[config.mk]
export PLATFORM = sky130hd
export DESIGN_NAME = pong_input_ctrl_flat
export DESIGN_NICKNAME = d
export VERILOG_FILES = /design/src/rtl/pong_input_ctrl_if.sv /design/src/rtl/pong_input_ctrl.sv /design/src/flat_wrapper.sv
export SDC_FILE = /design/constraint.sdc
export NUM_CORES = 1
export LEC_CHECK = 0
export CAP_MARGIN = 30
export CELL_PAD_IN_SITES_DETAIL_PLACEMENT = 2
export CELL_PAD_IN_SITES_GLOBAL_PLACEMENT = 2
export CORE_ASPECT_RATIO = 0.9
export CORE_MARGIN = 2
export CORE_UTILIZATION = 41
export DETAILED_ROUTE_END_ITERATION = 10
export PLACE_DENSITY = 0.9
export SYNTH_ARGS = -nofsm -noshare
export SYNTH_HDL_FRONTEND = slang
export SYNTH_SLANG_ARGS = --single-unit
[constraint.sdc]
create_clock -name clk_0 -period 2.2 [get_ports clk_0]
set_input_delay 0.44 -clock clk_0 [delete_from_list [all_inputs] [get_ports clk_0]]
set_output_delay 0.44 -clock clk_0 [all_outputs]
set_load 0.005 [all_outputs]
[src/rtl/pong_input_ctrl_if.sv]
// Signal bundle between the board pins / game core and the player-input front end.
// The slave modport is the controller's view; the master modport drives buttons and status.
interface pong_input_ctrl_if;
  logic       btn_up_p1;
  logic       btn_down_p1;
  logic       btn_up_p2;
  logic       btn_down_p2;
  logic       game_startup;
  logic       game_over;
  logic       up_p1;
  logic       down_p1;
  logic       up_p2;
  logic       down_p2;
  logic [1:0] mode_choice;
  logic       start_trigger;
  logic [1:0] ctrl_state;

  modport master (
    output btn_up_p1, btn_down_p1, btn_up_p2, btn_down_p2,
    output game_startup, game_over,
    input  up_p1, down_p1, up_p2, down_p2,
    input  mode_choice, start_trigger, ctrl_state
  );

  modport slave (
    input  btn_up_p1, btn_down_p1, btn_up_p2, btn_down_p2,
    input  game_startup, game_over,
    output up_p1, down_p1, up_p2, down_p2,
    output mode_choice, start_trigger, ctrl_state
  );
endinterface

[src/rtl/pong_input_ctrl.sv]
// Player-control front end: synchronises and debounces four active-low buttons and runs the
// menu / game-over input FSM that produces mode_choice and the one-cycle start_trigger pulse.
module pong_input_ctrl #(
  parameter int DEBOUNCE_CYCLES = 250_000,
  parameter int LOCKOUT_CYCLES  = 2_500_000,
  parameter int CNT_W           = 22
) (
  input  logic              clk_0,
  input  logic              rst,
  pong_input_ctrl_if.slave  bus
);

  typedef enum logic [1:0] {
    ST_LOCKOUT = 2'd0,
    ST_MENU    = 2'd1,
    ST_PLAYING = 2'd2,
    ST_OVER    = 2'd3
  } state_t;

  localparam logic [CNT_W-1:0] DEB_LAST  = CNT_W'(DEBOUNCE_CYCLES - 1);
  localparam logic [CNT_W-1:0] LOCK_LAST = CNT_W'(LOCKOUT_CYCLES - 1);

  // Bit order everywhere: [3] up_p1, [2] down_p1, [1] up_p2, [0] down_p2
  logic [3:0] raw_btn;
  logic [3:0] deb_level;
  logic [3:0] press;

  assign raw_btn = {bus.btn_up_p1, bus.btn_down_p1, bus.btn_up_p2, bus.btn_down_p2};

  genvar gi;
  generate
    for (gi = 0; gi < 4; gi++) begin : g_btn
      logic             sync1_reg;
      logic             sync2_reg;
      logic             deb_reg;
      logic             deb_prev_reg;
      logic [CNT_W-1:0] cnt_reg;

      always_ff @(posedge clk_0 or negedge rst) begin
        if (!rst) begin
          sync1_reg    <= 1'b1;
          sync2_reg    <= 1'b1;
          deb_reg      <= 1'b1;
          deb_prev_reg <= 1'b1;
          cnt_reg      <= '0;
        end else begin
          sync1_reg    <= raw_btn[gi];
          sync2_reg    <= sync1_reg;
          deb_prev_reg <= deb_reg;
          // Any return to the settled level restarts the stability count
          if (sync2_reg == deb_reg) begin
            cnt_reg <= '0;
          end else if (cnt_reg == DEB_LAST) begin
            deb_reg <= sync2_reg;
            cnt_reg <= '0;
          end else begin
            cnt_reg <= cnt_reg + CNT_W'(1);
          end
        end
      end

      assign deb_level[gi] = deb_reg;
      assign press[gi]     = deb_prev_reg & ~deb_reg;
    end
  endgenerate

  assign bus.up_p1   = deb_level[3];
  assign bus.down_p1 = deb_level[2];
  assign bus.up_p2   = deb_level[1];
  assign bus.down_p2 = deb_level[0];

  state_t           state_reg, state_next;
  logic [CNT_W-1:0] lock_cnt_reg, lock_cnt_next;
  logic [1:0]       mode_reg, mode_next;
  logic             start_reg, start_next;
  logic             startup_d_reg;
  logic             startup_rise;

  assign startup_rise = bus.game_startup & ~startup_d_reg;

  always_ff @(posedge clk_0 or negedge rst) begin
    if (!rst) begin
      state_reg     <= ST_LOCKOUT;
      lock_cnt_reg  <= '0;
      mode_reg      <= 2'd0;
      start_reg     <= 1'b0;
      startup_d_reg <= 1'b0;
    end else begin
      state_reg     <= state_next;
      lock_cnt_reg  <= lock_cnt_next;
      mode_reg      <= mode_next;
      start_reg     <= start_next;
      startup_d_reg <= bus.game_startup;
    end
  end

  // Lockout counter only advances inside LOCKOUT, so every entry starts from zero
  always_comb begin
    state_next    = state_reg;
    lock_cnt_next = '0;
    mode_next     = mode_reg;
    start_next    = 1'b0;
    case (state_reg)
      ST_LOCKOUT: begin
        if (lock_cnt_reg == LOCK_LAST) begin
          if (bus.game_over) begin
            state_next = ST_OVER;
          end else if (bus.game_startup) begin
            state_next = ST_MENU;
          end else begin
            state_next = ST_PLAYING;
          end
        end else begin
          lock_cnt_next = lock_cnt_reg + CNT_W'(1);
        end
      end
      ST_MENU: begin
        if (press[3]) begin
          mode_next  = 2'd1;
          start_next = 1'b1;
          state_next = ST_PLAYING;
        end else if (press[2]) begin
          mode_next  = 2'd2;
          start_next = 1'b1;
          state_next = ST_PLAYING;
        end
      end
      ST_PLAYING: begin
        if (bus.game_over || bus.game_startup) begin
          state_next = ST_LOCKOUT;
        end
      end
      ST_OVER: begin
        if (startup_rise) begin
          state_next = ST_LOCKOUT;
        end else if (|press) begin
          start_next = 1'b1;
          state_next = ST_PLAYING;
        end
      end
      default: begin
        state_next = ST_LOCKOUT;
      end
    endcase
  end

  assign bus.mode_choice   = mode_reg;
  assign bus.start_trigger = start_reg;
  assign bus.ctrl_state    = state_reg;

endmodule
[src/flat_wrapper.sv]
// flat-port wrapper written by rule: the top's interface ports become plain ports
module pong_input_ctrl_flat 
#(
  parameter int DEBOUNCE_CYCLES = 250_000,
  parameter int LOCKOUT_CYCLES  = 2_500_000,
  parameter int CNT_W           = 22
)
  (clk_0, rst, bus_btn_up_p1, bus_btn_down_p1, bus_btn_up_p2, bus_btn_down_p2, bus_game_startup, bus_game_over, bus_up_p1, bus_down_p1, bus_up_p2, bus_down_p2, bus_mode_choice, bus_start_trigger, bus_ctrl_state);
  pong_input_ctrl_if bus_i ();
  input  logic clk_0;
  input  logic rst;
  input wire logic [$bits(bus_i.btn_up_p1)-1:0] bus_btn_up_p1;
  input wire logic [$bits(bus_i.btn_down_p1)-1:0] bus_btn_down_p1;
  input wire logic [$bits(bus_i.btn_up_p2)-1:0] bus_btn_up_p2;
  input wire logic [$bits(bus_i.btn_down_p2)-1:0] bus_btn_down_p2;
  input wire logic [$bits(bus_i.game_startup)-1:0] bus_game_startup;
  input wire logic [$bits(bus_i.game_over)-1:0] bus_game_over;
  output wire logic [$bits(bus_i.up_p1)-1:0] bus_up_p1;
  output wire logic [$bits(bus_i.down_p1)-1:0] bus_down_p1;
  output wire logic [$bits(bus_i.up_p2)-1:0] bus_up_p2;
  output wire logic [$bits(bus_i.down_p2)-1:0] bus_down_p2;
  output wire logic [$bits(bus_i.mode_choice)-1:0] bus_mode_choice;
  output wire logic [$bits(bus_i.start_trigger)-1:0] bus_start_trigger;
  output wire logic [$bits(bus_i.ctrl_state)-1:0] bus_ctrl_state;
  assign bus_i.btn_up_p1 = bus_btn_up_p1;
  assign bus_i.btn_down_p1 = bus_btn_down_p1;
  assign bus_i.btn_up_p2 = bus_btn_up_p2;
  assign bus_i.btn_down_p2 = bus_btn_down_p2;
  assign bus_i.game_startup = bus_game_startup;
  assign bus_i.game_over = bus_game_over;
  assign bus_up_p1 = bus_i.up_p1;
  assign bus_down_p1 = bus_i.down_p1;
  assign bus_up_p2 = bus_i.up_p2;
  assign bus_down_p2 = bus_i.down_p2;
  assign bus_mode_choice = bus_i.mode_choice;
  assign bus_start_trigger = bus_i.start_trigger;
  assign bus_ctrl_state = bus_i.ctrl_state;
  pong_input_ctrl #(.DEBOUNCE_CYCLES(DEBOUNCE_CYCLES), .LOCKOUT_CYCLES(LOCKOUT_CYCLES), .CNT_W(CNT_W)) u_core (.clk_0(clk_0), .rst(rst), .bus(bus_i));
endmodule
### After elaboration in Yosys (flattened, before gate mapping)

Cells that the tools add are included.

* register bits: 132
* input port bits: 8
* output and inout port bits: 9
* logic and storage cells: 95

* add/subtract/negate cells: 5
* equality and inequality tests: 16
* multiplexer cells: 25
* bitwise logic cells: 14
* reductions and logical operators: 10

Operators with widths (count)
* $mux W22: 10
* $add A22 B1 Y22 const B: 5
* $eq A22 B18 Y1 const B: 4
* $eq A22 B22 Y1 const B: 1
* $mux W2: 9
* $reduce_and A2 Y1: 5
* $not A1 Y1: 9
* $pmux W2 S4: 1
* $ne A3 B1 Y1 const B: 2
* $and A1 B1 Y1: 5
* $eq A1 B1 Y1: 4
* $eq A2 B2 Y1 const B: 2
* $mux W1: 4
* $ne A2 B1 Y1 const B: 2
* $reduce_and A4 Y1: 1
* $reduce_or A4 Y1: 1
* $eq A2 B1 Y1 const B: 1
* $logic_not A2 Y1: 1
* $pmux W1 S2: 1
* $reduce_bool A2 Y1: 1
* $logic_or A1 B1 Y1: 1

### Longest topological paths before layout

* word-level depth: 6
* depth in mapped cells: 6
* mapped depth without buffers: 5

### Least setup slack after synthesis

No wires, ideal clock.

* path type: flip-flop to flip-flop
* from: reg u_core.lock_cnt_reg[0]
* to: reg u_core.lock_cnt_reg[10]
* library setup time: 132 ps
* arrival: 1799 ps
* data required time: 2068 ps
* setup slack: 269 ps
* stages on the path, launching flop included: 7
* buffers on the path: 1
* period minus slack after synthesis: 1931 ps
* cell sequence: dfrtp_1 -> ha_1 -> and4_1 -> nand4_1 -> o41ai_1 -> clkbuf_1 -> nor2_1

* longest elaborated chain between the ends: 3
* elaborated cells between the ends (all ways): 4
* those cells by class: add/sub: 1; eq/ne: 1; mux: 2

Ends and longest elaborated chain
* start, declared: RTL line pong_input_ctrl.sv:73 `logic [CNT_W-1:0] lock_cnt_reg, lock_cnt_next;`
* start signal, assigned: RTL line pong_input_ctrl.sv:90 `lock_cnt_reg <= lock_cnt_next;`
* $add A22 B1 Y22 or $eq A22 B22 Y1 (tied branches): RTL line pong_input_ctrl.sv:114, pong_input_ctrl.sv:105
* $mux W22 (*): RTL line pong_input_ctrl.sv:105 `if (lock_cnt_reg == LOCK_LAST) begin`
* $mux W22 (*): RTL line pong_input_ctrl.sv:103 `case (state_reg)`
* net u_core.lock_cnt_next[10]: RTL line pong_input_ctrl.sv:73

The timed path passes the listed nets; every way through them passes the cells marked *.
A chain may end at the register's enable or synchronous reset.

### Final worst setup path

* from: reg u_core.g_btn[1].cnt_reg[2]
* to: reg u_core.g_btn[1].cnt_reg[20]

* longest elaborated chain between the ends: 3
* elaborated cells between the ends (all ways): 4
* those cells by class: add/sub: 1; eq/ne: 1; mux: 2

Ends and longest elaborated chain
* start, declared: RTL line pong_input_ctrl.sv:37 `logic [CNT_W-1:0] cnt_reg;`
* start signal, assigned: RTL line pong_input_ctrl.sv:57 `cnt_reg <= cnt_reg + CNT_W'(1);`
* $add A22 B1 Y22 or $eq A22 B18 Y1 (tied branches): RTL line pong_input_ctrl.sv:57, pong_input_ctrl.sv:53
* $mux W22 (*): RTL line pong_input_ctrl.sv:53 `end else if (cnt_reg == DEB_LAST) begin`
* $mux W22 (*): RTL line pong_input_ctrl.sv:51 `if (sync2_reg == deb_reg) begin`

Every way passes the cells marked *; elsewhere a longest branch is shown, timed or not.

==> flow_summary.json <==
{
  "die-width_um": 137,
  "nets": 707,
  "yosys.area.top_type": "dfrtp_1",
  "required_ps": 2550,
  "drive_above_1_share": 0.113,
  "final_util": 0.489,
  "postSynthCellCount": 659,
  "post_layout_nonfiller_instances": 904,
  "yosysMostFrequentCell": "dfrtp_1",
  "leakage_uw": 0.00300,
  "finalCriticalPeriod_ps": 2050,
  "clkTransAtPathRegs_ps": 60,
  "fillers": 1589,
  "antenna_found_initial": 0,
  "regArea_sq_um": 3320,
  "ys_ff_latch": 132,
  "cp.arrival_ps": 2410,
  "cp_max_fo": 10,
  "multi_input_area_sq_um": 3100,
  "grt_usage": 0.259,
  "ys_warn_count": 0,
  "worstSetupPathType": "flip-flop to flip-flop",
  "cts_resized": 0,
  "grt_overflow": 0,
  "insertion_delay_ps": 430,
  "ys_types": 43,
  "fmax_mhz": 487,
  "critPathCaptureType": "flip-flop",
  "grt_pass1_vias": 6133,
  "dp_cells": 873,
  "remaining_drc_errors": 0,
  "clock_path_buffers": 2,
  "syn_nets": 676,
  "syn_area_per_cell_sq_um": 9.92,
  "dieArea_sq_um": 17000,
  "largest_reg_flops": 88,
  "slew_viol_final": 0,
  "finClkSkew_ps": 7.25,
  "cellPowerDensity_nw_per_um2": 704,
  "port-buffer-count": 16,
  "final_hold_viol_count": 0,
  "setup_violations": 0,
  "start_util": 0.422,
  "num_antenna_cells": 0,
  "wl_per_cell_um": 22.9,
  "hold-worst-slack_ps": 5.34,
  "gp_congestion": 0.778,
  "synthTopCellsByArea": "dfrtp_1 44%, dfstp_2 6.4%, xor2_1 5.4%, nor2_1 4.9%, xnor2_1 3.9%",
  "synth_edf_count": 0,
  "ios": 17,
  "root_buffer": "clkbuf_16",
  "period_share": 0.934,
  "clock-sinks": 132,
  "tightestPinTransition_ps": 606,
  "htreeDepth": 4,
  "ys_seq_area_frac": 0.508,
  "dp_hpwl_mm": 13.6,
  "vdd_ir_drop_max_mv": 0.581,
  "yosys-top-cells-count": "116 x dfrtp_1, 86 x nor2_1, 44 x nand3_1",
  "fin_total_pwr_uw": 5340,
  "relSlewSlack": 0.596,
  "drt_iter0_drc": 275,
  "coreArea_sq_um": 15500,
  "dieHeight_um": 124,
  "hold_class": "primary input to asynchronous set/reset pin",
  "tns_ps": 0,
  "hold_buffers": 0,
  "grt_max_degree": 58,
  "area_delta_synth_final_pct": 15.9,
  "cts_tree": "done",
  "synthArstFlopShare": 1.00,
  "post_drt_via_cell_ratio": 6.04,
  "post-cts-setup-buffers": 0,
  "synth_top_flop_cell": "dfrtp_1",
  "drt-pass1-iter-count": 5,
  "cap_violations": 0,
  "grt_pass1_wl_mm": 33.4,
  "synth_area_sq_um": 6540,
  "status": "finished, final reports clean",
  "startpoint_type": "flip-flop",
  "route.vias.total": 5456,
  "finalWirelength_mm": 20.7,
  "cts_inserted_buffers": 17,
  "ant_nets": 0,
  "row_count": 43,
  "grt_setup_unrepaired": "no",
  "synth.top_cell.area_share": 0.444
}
path summary, 6_finish.rpt:
check | cells after the start | start | slack (ps) | end
worst max-delay path | 4 | u_core.g_btn[1].cnt_reg[2] | 150 | u_core.g_btn[1].cnt_reg[20]
worst min-delay path | 1 | rst | 5 | u_core.g_btn[0].cnt_reg[19]
worst max register to register | 4 | u_core.g_btn[1].cnt_reg[2] | 150 | u_core.g_btn[1].cnt_reg[20]
worst min register to register | 0 | u_core.g_btn[1].sync1_reg | 350 | u_core.g_btn[1].sync2_reg
max in group asynchronous | 2 | rst | 1490 | u_core.g_btn[2].sync2_reg
min in group clk_0 | 0 | u_core.g_btn[1].sync1_reg | 350 | u_core.g_btn[1].sync2_reg
logic make-up after synthesis:
group,Yosys count,share of synthesized area
adder cells (fa/ha/maj),9,0.0172
buffers and inverters,36,0.0210
XOR/XNOR,69,0.0924
AO/OA/AOI/OAI,88,0.0800
multiplexers,7,0.0115
AND/OR/NAND/NOR,318,0.270
flip-flops,132,0.508
cells in the final DEF (no fill, tap or decap), types with 3 or more instances in the layout:
cell	n
inv_1	17
or4_1	18
xor2_1	40
o31ai_1	15
mux2i_1	3
dfrtp_1	115
clkbuf_16	17
buf_4	13
and4_1	17
nand2_1	29
nand2b_1	3
nor3_1	14
and3_1	15
a21oi_1	31
clkdlybuf4s50_1	15
o21ai_1	3
clkinv_2	7
nand3_1	43
nor2b_1	3
dfstp_2	16
nand4_1	38
nor4b_1	6
and2_1	6
xnor2_1	29
clkinvlp_4	3
nor4_1	16
o21ai_0	25
or4_4	3
mux2_2	4
or3_1	15
nor2_1	86
ha_1	9
critical path, stage by stage, from the launching register on:
cell	delay, ps
dfrtp_1	530
nand4_4	220
or4_4	570
or4_4	500
a21oi_2	160
area by class of cell:
cell class              instances  area share
inverters                      17     0.00842
repair buffers                 31      0.0395
flip-flops and latches        132       0.439
well taps                     202      0.0333
clock inverters                11      0.0116
clock buffers                  20      0.0603
multi-input cells             491       0.408
where the power goes:
part           internal (uW)  switching, uW  total (uW)
Sequential              2460           37.8        2500
Clock                   1590           1080        2670
Combinational           54.1            119         173
Total                   4100           1240        5340
stage by stage:
step / setup WS, ps / area, sq um
6_report: 146 / 7580
5_1_grt: 32.5 / 7580
4_1_cts: 55.3 / 7570
3_5_place_dp: 172 / 7030
3_3_place_gp: 302 / 7030
2_1_floorplan: 269 / 6540
layer usage:
metal	track usage	part of all wire
met4	0.0915	0.022
met2	0.456	0.52
met3	0.0582	0.023
met5	0	0
met1	0.313	0.44
Power figures use the tool's default switching activity.
